`src/rtl/control_pkg.sv`:
```
// Shared definitions for the multicycle main controller.
// Holds the FSM state enum, instruction-field codes (Op, cmd) and the
// datapath select encodings driven by control_fsm and alu_decoder.
package control_pkg;

  // Width of the state enum; 11 states fit in 4 bits.
  localparam int unsigned STATE_ENC_W = 4;

  typedef enum logic [STATE_ENC_W-1:0] {
    S_FETCH    = 4'd0,
    S_DECODE   = 4'd1,
    S_MEMADR   = 4'd2,
    S_MEMREAD  = 4'd3,
    S_MEMWB    = 4'd4,
    S_MEMWRITE = 4'd5,
    S_EXECUTER = 4'd6,
    S_EXECUTEI = 4'd7,
    S_ALUWB    = 4'd8,
    S_BRANCH   = 4'd9,
    S_UNKNOWN  = 4'd10
  } state_t;

  // Op field, instr[27:26]; 2'b11 is undefined.
  localparam logic [1:0] OP_DP  = 2'b00;
  localparam logic [1:0] OP_MEM = 2'b01;
  localparam logic [1:0] OP_BR  = 2'b10;

  // cmd field, instr[24:21]
  localparam logic [3:0] CMD_ADD = 4'b0100;
  localparam logic [3:0] CMD_SUB = 4'b0010;
  localparam logic [3:0] CMD_AND = 4'b0000;
  localparam logic [3:0] CMD_ORR = 4'b1100;
  localparam logic [3:0] CMD_CMP = 4'b1010;

  localparam logic [1:0] SRCA_REG    = 2'b00;
  localparam logic [1:0] SRCA_PC     = 2'b01;
  localparam logic [1:0] SRCA_ALUOUT = 2'b10;

  localparam logic [1:0] SRCB_REG  = 2'b00;
  localparam logic [1:0] SRCB_IMM  = 2'b01;
  localparam logic [1:0] SRCB_FOUR = 2'b10;

  localparam logic [1:0] RES_ALUOUT    = 2'b00;
  localparam logic [1:0] RES_DATA      = 2'b01;
  localparam logic [1:0] RES_ALURESULT = 2'b10;

  localparam logic [1:0] ALU_ADD = 2'b00;
  localparam logic [1:0] ALU_SUB = 2'b01;
  localparam logic [1:0] ALU_AND = 2'b10;
  localparam logic [1:0] ALU_ORR = 2'b11;

endpackage

```
`src/rtl/control_fsm_alu_decoder.sv`:
```
// Combinational ALU decoder.
// Ports: ALUOp (execute-phase enable), Funct (I, cmd[3:0], S) in;
//        ALUControl (ALU operation) and FlagW ([1] N/Z, [0] C/V write) out.
module alu_decoder
  import control_pkg::*;
(
  input  logic       ALUOp,
  input  logic [5:0] Funct,
  output logic [1:0] ALUControl,
  output logic [1:0] FlagW
);

  logic [3:0] cmd;
  logic       s_bit;
  logic       arith;
  logic       valid;
  logic       unused_imm;

  assign cmd        = Funct[4:1];
  assign s_bit      = Funct[0];
  assign unused_imm = Funct[5];

  always_comb begin
    ALUControl = ALU_ADD;
    FlagW      = '0;
    arith      = 1'b0;
    valid      = 1'b1;
    if (ALUOp) begin
      unique case (cmd)
        CMD_ADD: begin ALUControl = ALU_ADD; arith = 1'b1; end
        CMD_SUB: begin ALUControl = ALU_SUB; arith = 1'b1; end
        CMD_AND: ALUControl = ALU_AND;
        CMD_ORR: ALUControl = ALU_ORR;
        CMD_CMP: begin ALUControl = ALU_SUB; arith = 1'b1; end
        default: valid = 1'b0;
      endcase
      if (valid) begin
        FlagW[1] = s_bit;
        FlagW[0] = s_bit & arith;
      end
    end
  end

endmodule

```
`src/rtl/control_fsm.sv`:
```
// Multicycle main controller and instruction decoder (Moore FSM).
// Ports: clk, reset (sync, active-high); Op, Funct, Rd instruction fields in.
// Outputs: datapath selects (IRWrite, AdrSrc, ALUSrcA, ALUSrcB, ResultSrc,
// ALUControl) and the conditional-logic bundle (FlagW, PCS, NextPC, RegW,
// MemW, noWrite) plus a one-cycle IllegalOp pulse for undefined Op.
module control_fsm
  import control_pkg::*;
#(
  parameter int unsigned STATE_W = 4
) (
  input  logic       clk,
  input  logic       reset,
  input  logic [1:0] Op,
  input  logic [5:0] Funct,
  input  logic [3:0] Rd,
  output logic       IRWrite,
  output logic       AdrSrc,
  output logic [1:0] ALUSrcA,
  output logic [1:0] ALUSrcB,
  output logic [1:0] ResultSrc,
  output logic [1:0] ALUControl,
  output logic [1:0] FlagW,
  output logic       PCS,
  output logic       NextPC,
  output logic       RegW,
  output logic       MemW,
  output logic       noWrite,
  output logic       IllegalOp
);

  logic [STATE_W-1:0] state_q, state_d;
  state_t             cur_state, nxt_state;
  logic               alu_op;
  logic               branch;

  // Encodings outside the enum fall into the case default and return to FETCH.
  assign cur_state = state_t'(state_q[STATE_ENC_W-1:0]);

  always_ff @(posedge clk) begin
    if (reset) state_q <= STATE_W'(S_FETCH);
    else       state_q <= state_d;
  end

  always_comb begin
    nxt_state = S_FETCH;
    unique case (cur_state)
      S_FETCH:  nxt_state = S_DECODE;
      S_DECODE: begin
        unique case (Op)
          OP_MEM:  nxt_state = S_MEMADR;
          OP_DP:   nxt_state = Funct[5] ? S_EXECUTEI : S_EXECUTER;
          OP_BR:   nxt_state = S_BRANCH;
          default: nxt_state = S_UNKNOWN;
        endcase
      end
      S_MEMADR:   nxt_state = Funct[0] ? S_MEMREAD : S_MEMWRITE;
      S_MEMREAD:  nxt_state = S_MEMWB;
      S_EXECUTER: nxt_state = S_ALUWB;
      S_EXECUTEI: nxt_state = S_ALUWB;
      default:    nxt_state = S_FETCH;
    endcase
    state_d = STATE_W'(nxt_state);
  end

  always_comb begin
    IRWrite   = 1'b0;
    NextPC    = 1'b0;
    AdrSrc    = 1'b0;
    ALUSrcA   = SRCA_REG;
    ALUSrcB   = SRCB_REG;
    ResultSrc = RES_ALUOUT;
    RegW      = 1'b0;
    MemW      = 1'b0;
    IllegalOp = 1'b0;
    alu_op    = 1'b0;
    branch    = 1'b0;
    unique case (cur_state)
      S_FETCH: begin
        IRWrite   = 1'b1;
        NextPC    = 1'b1;
        ALUSrcA   = SRCA_PC;
        ALUSrcB   = SRCB_FOUR;
        ResultSrc = RES_ALURESULT;
      end
      S_DECODE: begin
        ALUSrcA   = SRCA_PC;
        ALUSrcB   = SRCB_FOUR;
        ResultSrc = RES_ALURESULT;
      end
      S_MEMADR:   ALUSrcB = SRCB_IMM;
      S_MEMREAD:  AdrSrc  = 1'b1;
      S_MEMWB: begin
        ResultSrc = RES_DATA;
        RegW      = 1'b1;
      end
      S_MEMWRITE: begin
        AdrSrc = 1'b1;
        MemW   = 1'b1;
      end
      S_EXECUTER: alu_op = 1'b1;
      S_EXECUTEI: begin
        ALUSrcB = SRCB_IMM;
        alu_op  = 1'b1;
      end
      S_ALUWB:    RegW = 1'b1;
      S_BRANCH: begin
        ALUSrcA   = SRCA_ALUOUT;
        ALUSrcB   = SRCB_IMM;
        ResultSrc = RES_ALURESULT;
        branch    = 1'b1;
      end
      S_UNKNOWN:  IllegalOp = 1'b1;
      default: ;
    endcase
    // Reset masks every enable and presents the FETCH selects, whatever the
    // state register currently holds.
    if (reset) begin
      IRWrite   = 1'b0;
      NextPC    = 1'b0;
      AdrSrc    = 1'b0;
      ALUSrcA   = SRCA_PC;
      ALUSrcB   = SRCB_FOUR;
      ResultSrc = RES_ALURESULT;
      RegW      = 1'b0;
      MemW      = 1'b0;
      IllegalOp = 1'b0;
      alu_op    = 1'b0;
      branch    = 1'b0;
    end
  end

  assign noWrite = (Op == OP_DP) && (Funct[4:1] == CMD_CMP);
  assign PCS     = branch | (RegW & (Rd == 4'hF) & ~noWrite);

  alu_decoder u_alu_decoder (
    .ALUOp      (alu_op),
    .Funct      (Funct),
    .ALUControl (ALUControl),
    .FlagW      (FlagW)
  );

endmodule
```
`config.mk`:
```
export PLATFORM = sky130hd
export DESIGN_NAME = control_fsm
export DESIGN_NICKNAME = d
export VERILOG_FILES = /design/src/rtl/control_pkg.sv /design/src/rtl/control_fsm_alu_decoder.sv /design/src/rtl/control_fsm.sv
export SDC_FILE = /design/constraint.sdc
export NUM_CORES = 1
export LEC_CHECK = 0
export CAP_MARGIN = 20
export CORE_MARGIN = 2
export CORE_UTILIZATION = 32
export DETAILED_ROUTE_END_ITERATION = 7
export HOLD_SLACK_MARGIN = 0.12
export PLACE_DENSITY_LB_ADDON = 0.2
export SKIP_LAST_GASP = 1
export SLEW_MARGIN = 20
export SYNTH_ARGS = -nofsm -noshare
export SYNTH_HDL_FRONTEND = slang
export SYNTH_HIERARCHICAL = 1
export SYNTH_SLANG_ARGS = --single-unit
```
`constraint.sdc`:
```
create_clock -name clk -period 1.4 [get_ports clk]
set_input_delay 0.35 -clock clk [delete_from_list [all_inputs] [get_ports clk]]
set_output_delay 0.35 -clock clk [all_outputs]
set_load 0.005 [all_outputs]
```
======== Word-level counts from Yosys, hierarchy flattened ========
Cells that the tools add are included.
storage, ports and cells
  register bits ........................... 4
  input port bits ......................... 14
  output and inout bits ................... 18
  word-level logic and storage cells ...... 68
cells by class
  eq/ne operators ......................... 17
  muxes and demuxes ....................... 32
  bitwise gates (word level) .............. 5
  reductions and logical operators ........ 13
operators with widths
  kind                                           count
  == test 4 bit, second input constant           6
  == test 4 x 3 -> 1 bit, second input constant  5
  case mux 4 bit (5 select lines)                1
  two-way mux 1 bit                              19
  == test 4 x 2 -> 1 bit, second input constant  3
  two-way mux 2 bit                              6
  case mux 2 bit (2 select lines)                3
  case mux 4 bit (3 select lines)                1
  OR reduction 2 bit                             5
  OR reduction 3 bit                             3
  zero test 4 bit                                2
  case mux 2 bit (3 select lines)                1
  OR reduction 5 bit                             1
  == test 4 x 1 -> 1 bit, second input constant  1
  AND 1 bit                                      3
  two-way mux 3 bit                              1
  == test 2 x 1 -> 1 bit, second input constant  1
  == test 2 bit, second input constant           1
  zero test 2 bit                                1
  logical AND 1 bit                              1
  inverter 1 bit                                 1
  OR 1 bit                                       1

======== Longest topological paths before layout ========
  depth in word-level cells ............... 8
  mapped depth ............................ 5
  depth with buffers taken out ............ 4

======== Cells and area by module ========
The synthesis kept the hierarchy.
by module, submodules not included
  module       times used  cells each  area an instance (sq um)  seq. area each (sq um)
  control_fsm  1           60          450.4                     80.1
  alu_decoder  1           11          78.8                      0.0

======== Least setup slack after synthesis ========
OpenSTA, ideal clock, no wires.
  path type ............................... in2out
  start ................................... in reset
  end ..................................... out FlagW[1]
  arrival time ............................ 1.148 ns
  data required time ...................... 1.050 ns
  slack ................................... -0.098 ns
  cell stages on the path ................. 5
  path buffers ............................ 1
  cells stage by stage .................... clkbuf_2 > nor2_1 > and3_1 > nand3b_1 > a211oi_1
on the way
  longest elaborated chain between the ends .. 2
ends and longest elaborated chain
  element            RTL line                       RTL
  from (decl)        control_fsm.sv:12              input logic reset,
  two-way mux 1 bit  control_fsm.sv:117             if (reset) begin
  net alu_op         control_fsm.sv:33              logic alu_op;
  two-way mux 2 bit  control_fsm_alu_decoder.sv:28  if (ALUOp) begin
  to (decl)          control_fsm.sv:22              output logic [1:0] FlagW,
The timed path passes the listed nets, and every way through them passes these cells.

======== Worst setup path in the final report ========
  start ................................... in reset
  end ..................................... out PCS
on the way
  longest elaborated chain between the ends .. 4
  elaborated cells on any way between the ends .. 5
  those cells by class .................... 2 x mux; 3 x bitwise
ends and longest elaborated chain
  element                 RTL line            RTL
  two-way mux 1 bit       control_fsm.sv:117
  AND 1 bit (2 in a row)  control_fsm.sv:133  assign PCS = branch | (RegW & (Rd == 4'hF) & ~noWrite);
  OR 1 bit (*)            control_fsm.sv:133
  to (decl)               control_fsm.sv:23   output logic PCS,
Mark *: on every way between the ends. The rest lies on a longest branch, timed or not.

==> results list <==
- Cell internal power was estimated by the tool at approximately 0.45 mW.
- The later pin in the worst-skew pair is clocked with a latency of approximately 0.23 ns.
- The number of hold buffers added after CTS was 0.
* Pin slew with the least headroom to its limit: about 0.24 ns
- Area of the die: between 1500 and 2000 um^2
- Cell type with the largest total area after synthesis: sky130_fd_sc_hd__dfxtp_1
* Number of synthesis warnings: 6
- Once detail routing completed, the nets flagged for antenna violations numbered 0.
- The endpoint identified for the worst register-to-register timing path is cur_state[1].
- Layout cell share with drive strength beyond 1: a little over two thirds
- The HPWL after detailed placement is around 1400 um.
- Final critical-path share of the clock period: 120%
- Initial antenna violation count: 0
- Worst setup SP type: input pin
* Critical Path End Type: primary output
- The via count of the first global-routing pass came to 755.
- Cell at the root of the clock tree: sky130_fd_sc_hd__clkbuf_4
- The first global-routing pass estimated between 3000 and 4000 um of wire.
- Buffers placed on the I/O ports in this run total 31.
- At the worst endpoint, the arrival time is 1.34 ns.
- Final Instance Count excl. Fillers: around 150
* Critical path required time: between 1 and 1.5 ns
- Final Hold Fails: 0
* Violated checks: setup timing
- Max-cap violations: 0
- Number of flip-flops in the largest register: 4
- Worst Clk Skew: between 0.00009 and 0.0001 ns
- The number of antenna diodes in the final layout is 0.
- Maximum number of buffers from clock root to sink: 2
- The share of synthesized area in the top cell type comes to around 15%.
- Compared with the post-synthesis result, the final layout area differs by 120%.
* Combinational group share of total power: approximately 57%
* DR pass1 iterations: 3
- Post-synthesis simple-gate area fraction: ~50%
- Using the TritonRoute via totals, the vias-per-cell ratio works out to approximately 5.2.
- Of all nets on the critical path, the largest fanout is 3.
- In this run, placement finished with an instance count of 133.
* Clock buffer count from CTS: 3
- LEAKAGE: ~0.54 nW
- Summed negative setup slack over all endpoints: -3.02 ns
* Launch instance of the worst register-to-register path: cur_state[0]
- Net switching power: 0.221 mW
* DRC violation total after the first TritonRoute iteration: 7
- Placeable core region: roughly 1500 um^2
* Timing startpoint of the critical path: reset
- Net switching is 33.0% of the power.
* Count of endpoints failing setup in the final report: 17
- Net Count, Synth: 85
- Residual DRC count: 0
- Share of synthesized area spent on multiplexers: 0%
* Count of different cell masters after synthesis: 30
- After floorplanning, the core was divided into 14 placement rows.
* Synthesized area: between 500 and 600 um^2
* Synthesized-area fraction occupied by ao, oa, aoi and oai cells: approximately 21%
- Synthesized netlist cell count: 71
- After detailed routing, the average wire length per cell comes to 15.1 um.
- Placer's final routability congestion estimate: around 0.8
* H-Tree Depth: 1
- By area, the combinational part of the netlist is dominated by simple AND/OR/NAND/NOR gates.
* Clock tree from TritonCTS: done
* CTS Sinks: 4
- In this run the count of I/O pins placed on the die edge is 32.
- Outcome: finished with violations
- The clock network burns a little over a fifth of the power.
* Global-route usage over all layers: a little under a quarter
- Maximum frequency from static timing analysis: about 590 MHz
- Fill cell total of the finished layout: between 100 and 150
- Sequential share of the synthesized area: between 10% and 20%
- VDD sags by at most around 0.51 mV.
- NumNets Final: ~150
* Slew Viols, Final: 0
- Once the floorplan was initialized, standard cells occupied 34.7% of the core.
- The worst register-to-register path has a setup slack of roughly 0.19 ns.
- Number of cells on the worst reg-to-reg path: 6
* Minimum clock period: between 1.5 and 2 ns
* Area of combinational cells with multiple inputs: ~530 um^2
* WS Path Type: in -> out
- Main area contributors after synthesis: sky130_fd_sc_hd__dfxtp_1 15%, sky130_fd_sc_hd__nand2b_1 8.3%, sky130_fd_sc_hd__nor2_1 7.8%, sky130_fd_sc_hd__buf_6 6.4%, sky130_fd_sc_hd__nor3b_1 4.3%
* Post-Route WL: ~2200 um
- RSZ-0062 raised after global routing: yes
- Hold/Removal Path Class: in -> reg
- Dividing total power by cell area gives a power density of around 570 nW/um^2.
- Die boundary width: about 45 um
* Proportion of power drawn by flip-flops and latches: ~22%
- Reg area: just over 90 um^2
- Flip-flop and latch count after synthesis: 4
- Slack of the critical path: -0.285 ns
* Post-CTS clock slew at the launch and capture registers of the worst setup and hold paths: ~0.04 ns
* XOR/XNOR share of the synthesized area: between 3 and 4%
- Following the worst setup path forward leads to its endpoint at PCS.
- Worst max-slew margin expressed relative to the limit: a little over four fifths
- After global routing the overflow that remains totals 0.
- Height of the die: between 40 and 50 um
* Maximum number of pins on one net before global-route repair: 9
* Synth Area in Adders: 0%
- Vias post-DR: 751
- Mean post-synth cell area: roughly 7.5 um^2
[routing by layer]
layer  vias to the layer above  track usage [%]  part of all wire [%]
li1                        369                -                     -
met1                       355             25.4                    38
met2                        25             43.5                    55
met3                         2             4.49                   6.1
met4                         0             7.27                  0.64
met5                         -                0                     0
[per-stage QoR]
stage / total power, mW / util (%) / setup WS, ns / hold slack [ns] / instance area (um^2)
2_1_floorplan: 0.284 / - / -0.0510 / 0.511 / 561
5_1_grt: 0.713 / 76.4 / -0.367 / 0.546 / 1160
6_report: 0.668 / 76.4 / -0.285 / 0.514 / 1160
3_5_place_dp: 0.433 / 64.1 / -0.884 / 0.678 / 977
4_1_cts: 0.636 / 73.7 / -0.285 / 0.619 / 1120
3_3_place_gp: 0.424 / 64.1 / -0.870 / 0.662 / 977
[Yosys cell counts]
cell                        count
sky130_fd_sc_hd__nor2b_1        3
sky130_fd_sc_hd__and3_1         2
sky130_fd_sc_hd__a21oi_1        4
sky130_fd_sc_hd__a211oi_1       1
sky130_fd_sc_hd__xor2_1         2
sky130_fd_sc_hd__a21oi_2        2
sky130_fd_sc_hd__a41o_1         1
sky130_fd_sc_hd__and3b_1        1
sky130_fd_sc_hd__and4_1         1
sky130_fd_sc_hd__o21ai_0        3
sky130_fd_sc_hd__nand3b_1       2
sky130_fd_sc_hd__clkbuf_2       1
sky130_fd_sc_hd__or3_4          2
sky130_fd_sc_hd__buf_4          2
sky130_fd_sc_hd__nor3_2         2
sky130_fd_sc_hd__nand2_1        2
sky130_fd_sc_hd__buf_2          1
sky130_fd_sc_hd__or3b_1         1
sky130_fd_sc_hd__o211ai_1       1
sky130_fd_sc_hd__a21o_1         1
sky130_fd_sc_hd__or2_2          2
sky130_fd_sc_hd__dfxtp_1        4
sky130_fd_sc_hd__o2111ai_1      1
sky130_fd_sc_hd__nand2b_1       7
sky130_fd_sc_hd__buf_6          3
sky130_fd_sc_hd__nor3_1         2
sky130_fd_sc_hd__a22oi_1        2
sky130_fd_sc_hd__nor2_1        11
sky130_fd_sc_hd__nand4bb_1      1
sky130_fd_sc_hd__nor3b_1        3
[worst max-delay path, cell delays in order]
cell and delay [ns]:
sky130_fd_sc_hd__buf_6 0.10, sky130_fd_sc_hd__buf_6 0.12, sky130_fd_sc_hd__buf_12 0.12, sky130_fd_sc_hd__nor3_4 0.21
sky130_fd_sc_hd__o211ai_1 0.13, sky130_fd_sc_hd__a22oi_1 0.17, sky130_fd_sc_hd__buf_2 0.14
[kinds of logic (layout without fill, tap and decap cells)]
family / count (synthesis) / count (layout)
xor gates and xnor gates: 2 / 2
AOI/OAI and AO/OA: 16 / 16
DFF: 4 / 4
buffers and inverters: 7 / 65
and+or+nand+nor: 42 / 42
[how the worst min path moves through the flow]
stage | from | to | slack (ns) | cells after the start
2_1_floorplan | Funct[0] | cur_state[1] | 0.51 | 2
3_3_place_gp | cur_state[0] | cur_state[0] | 0.66 | 2
3_5_place_dp | cur_state[0] | cur_state[0] | 0.68 | 2
4_1_cts | reset | cur_state[3] | 0.62 | 4
5_1_grt | Op[1] | cur_state[3] | 0.55 | 3
6_report | Op[1] | cur_state[3] | 0.51 | 3
[final cells by class]
class / instances / area share [%]
tap: 16 / 1.72
multi-input combinational: 60 / 45.6
sequential: 4 / 7.96
timing repair buffer: 62 / 42.8
clock buffer: 3 / 1.94
[placed cells by master, fill, tap and decap left out, types with 3 or more instances in the layout]
cell and n:
sky130_fd_sc_hd__dlygate4sd2_1 4, sky130_fd_sc_hd__a21oi_2 3, sky130_fd_sc_hd__dfxtp_4 3, sky130_fd_sc_hd__buf_2 20
sky130_fd_sc_hd__nor3_4 3, sky130_fd_sc_hd__buf_4 18, sky130_fd_sc_hd__nand2b_4 5, sky130_fd_sc_hd__nor2_1 7
sky130_fd_sc_hd__buf_6 14, sky130_fd_sc_hd__a21oi_1 3, sky130_fd_sc_hd__nor2_2 3, sky130_fd_sc_hd__clkbuf_4 3
[power groups by stage]
stage	Combinational, mW	Clock [mW]	Sequential, mW
floorplan	0.150	0	0.134
global placement	0.282	0	0.142
detailed placement	0.290	0	0.143
CTS	0.347	0.145	0.145
global route	0.407	0.156	0.149
finish	0.381	0.140	0.147
[what timing repair did]
item                                    in CTS  in global routing
endpoints found under the setup margin      18                 18
pin swaps                                   24                 12
endpoints found under the hold margin        0                  0
setup buffers                                8                  3
gates resized for setup                    137                 15
Power figures use the tool's default switching activity.
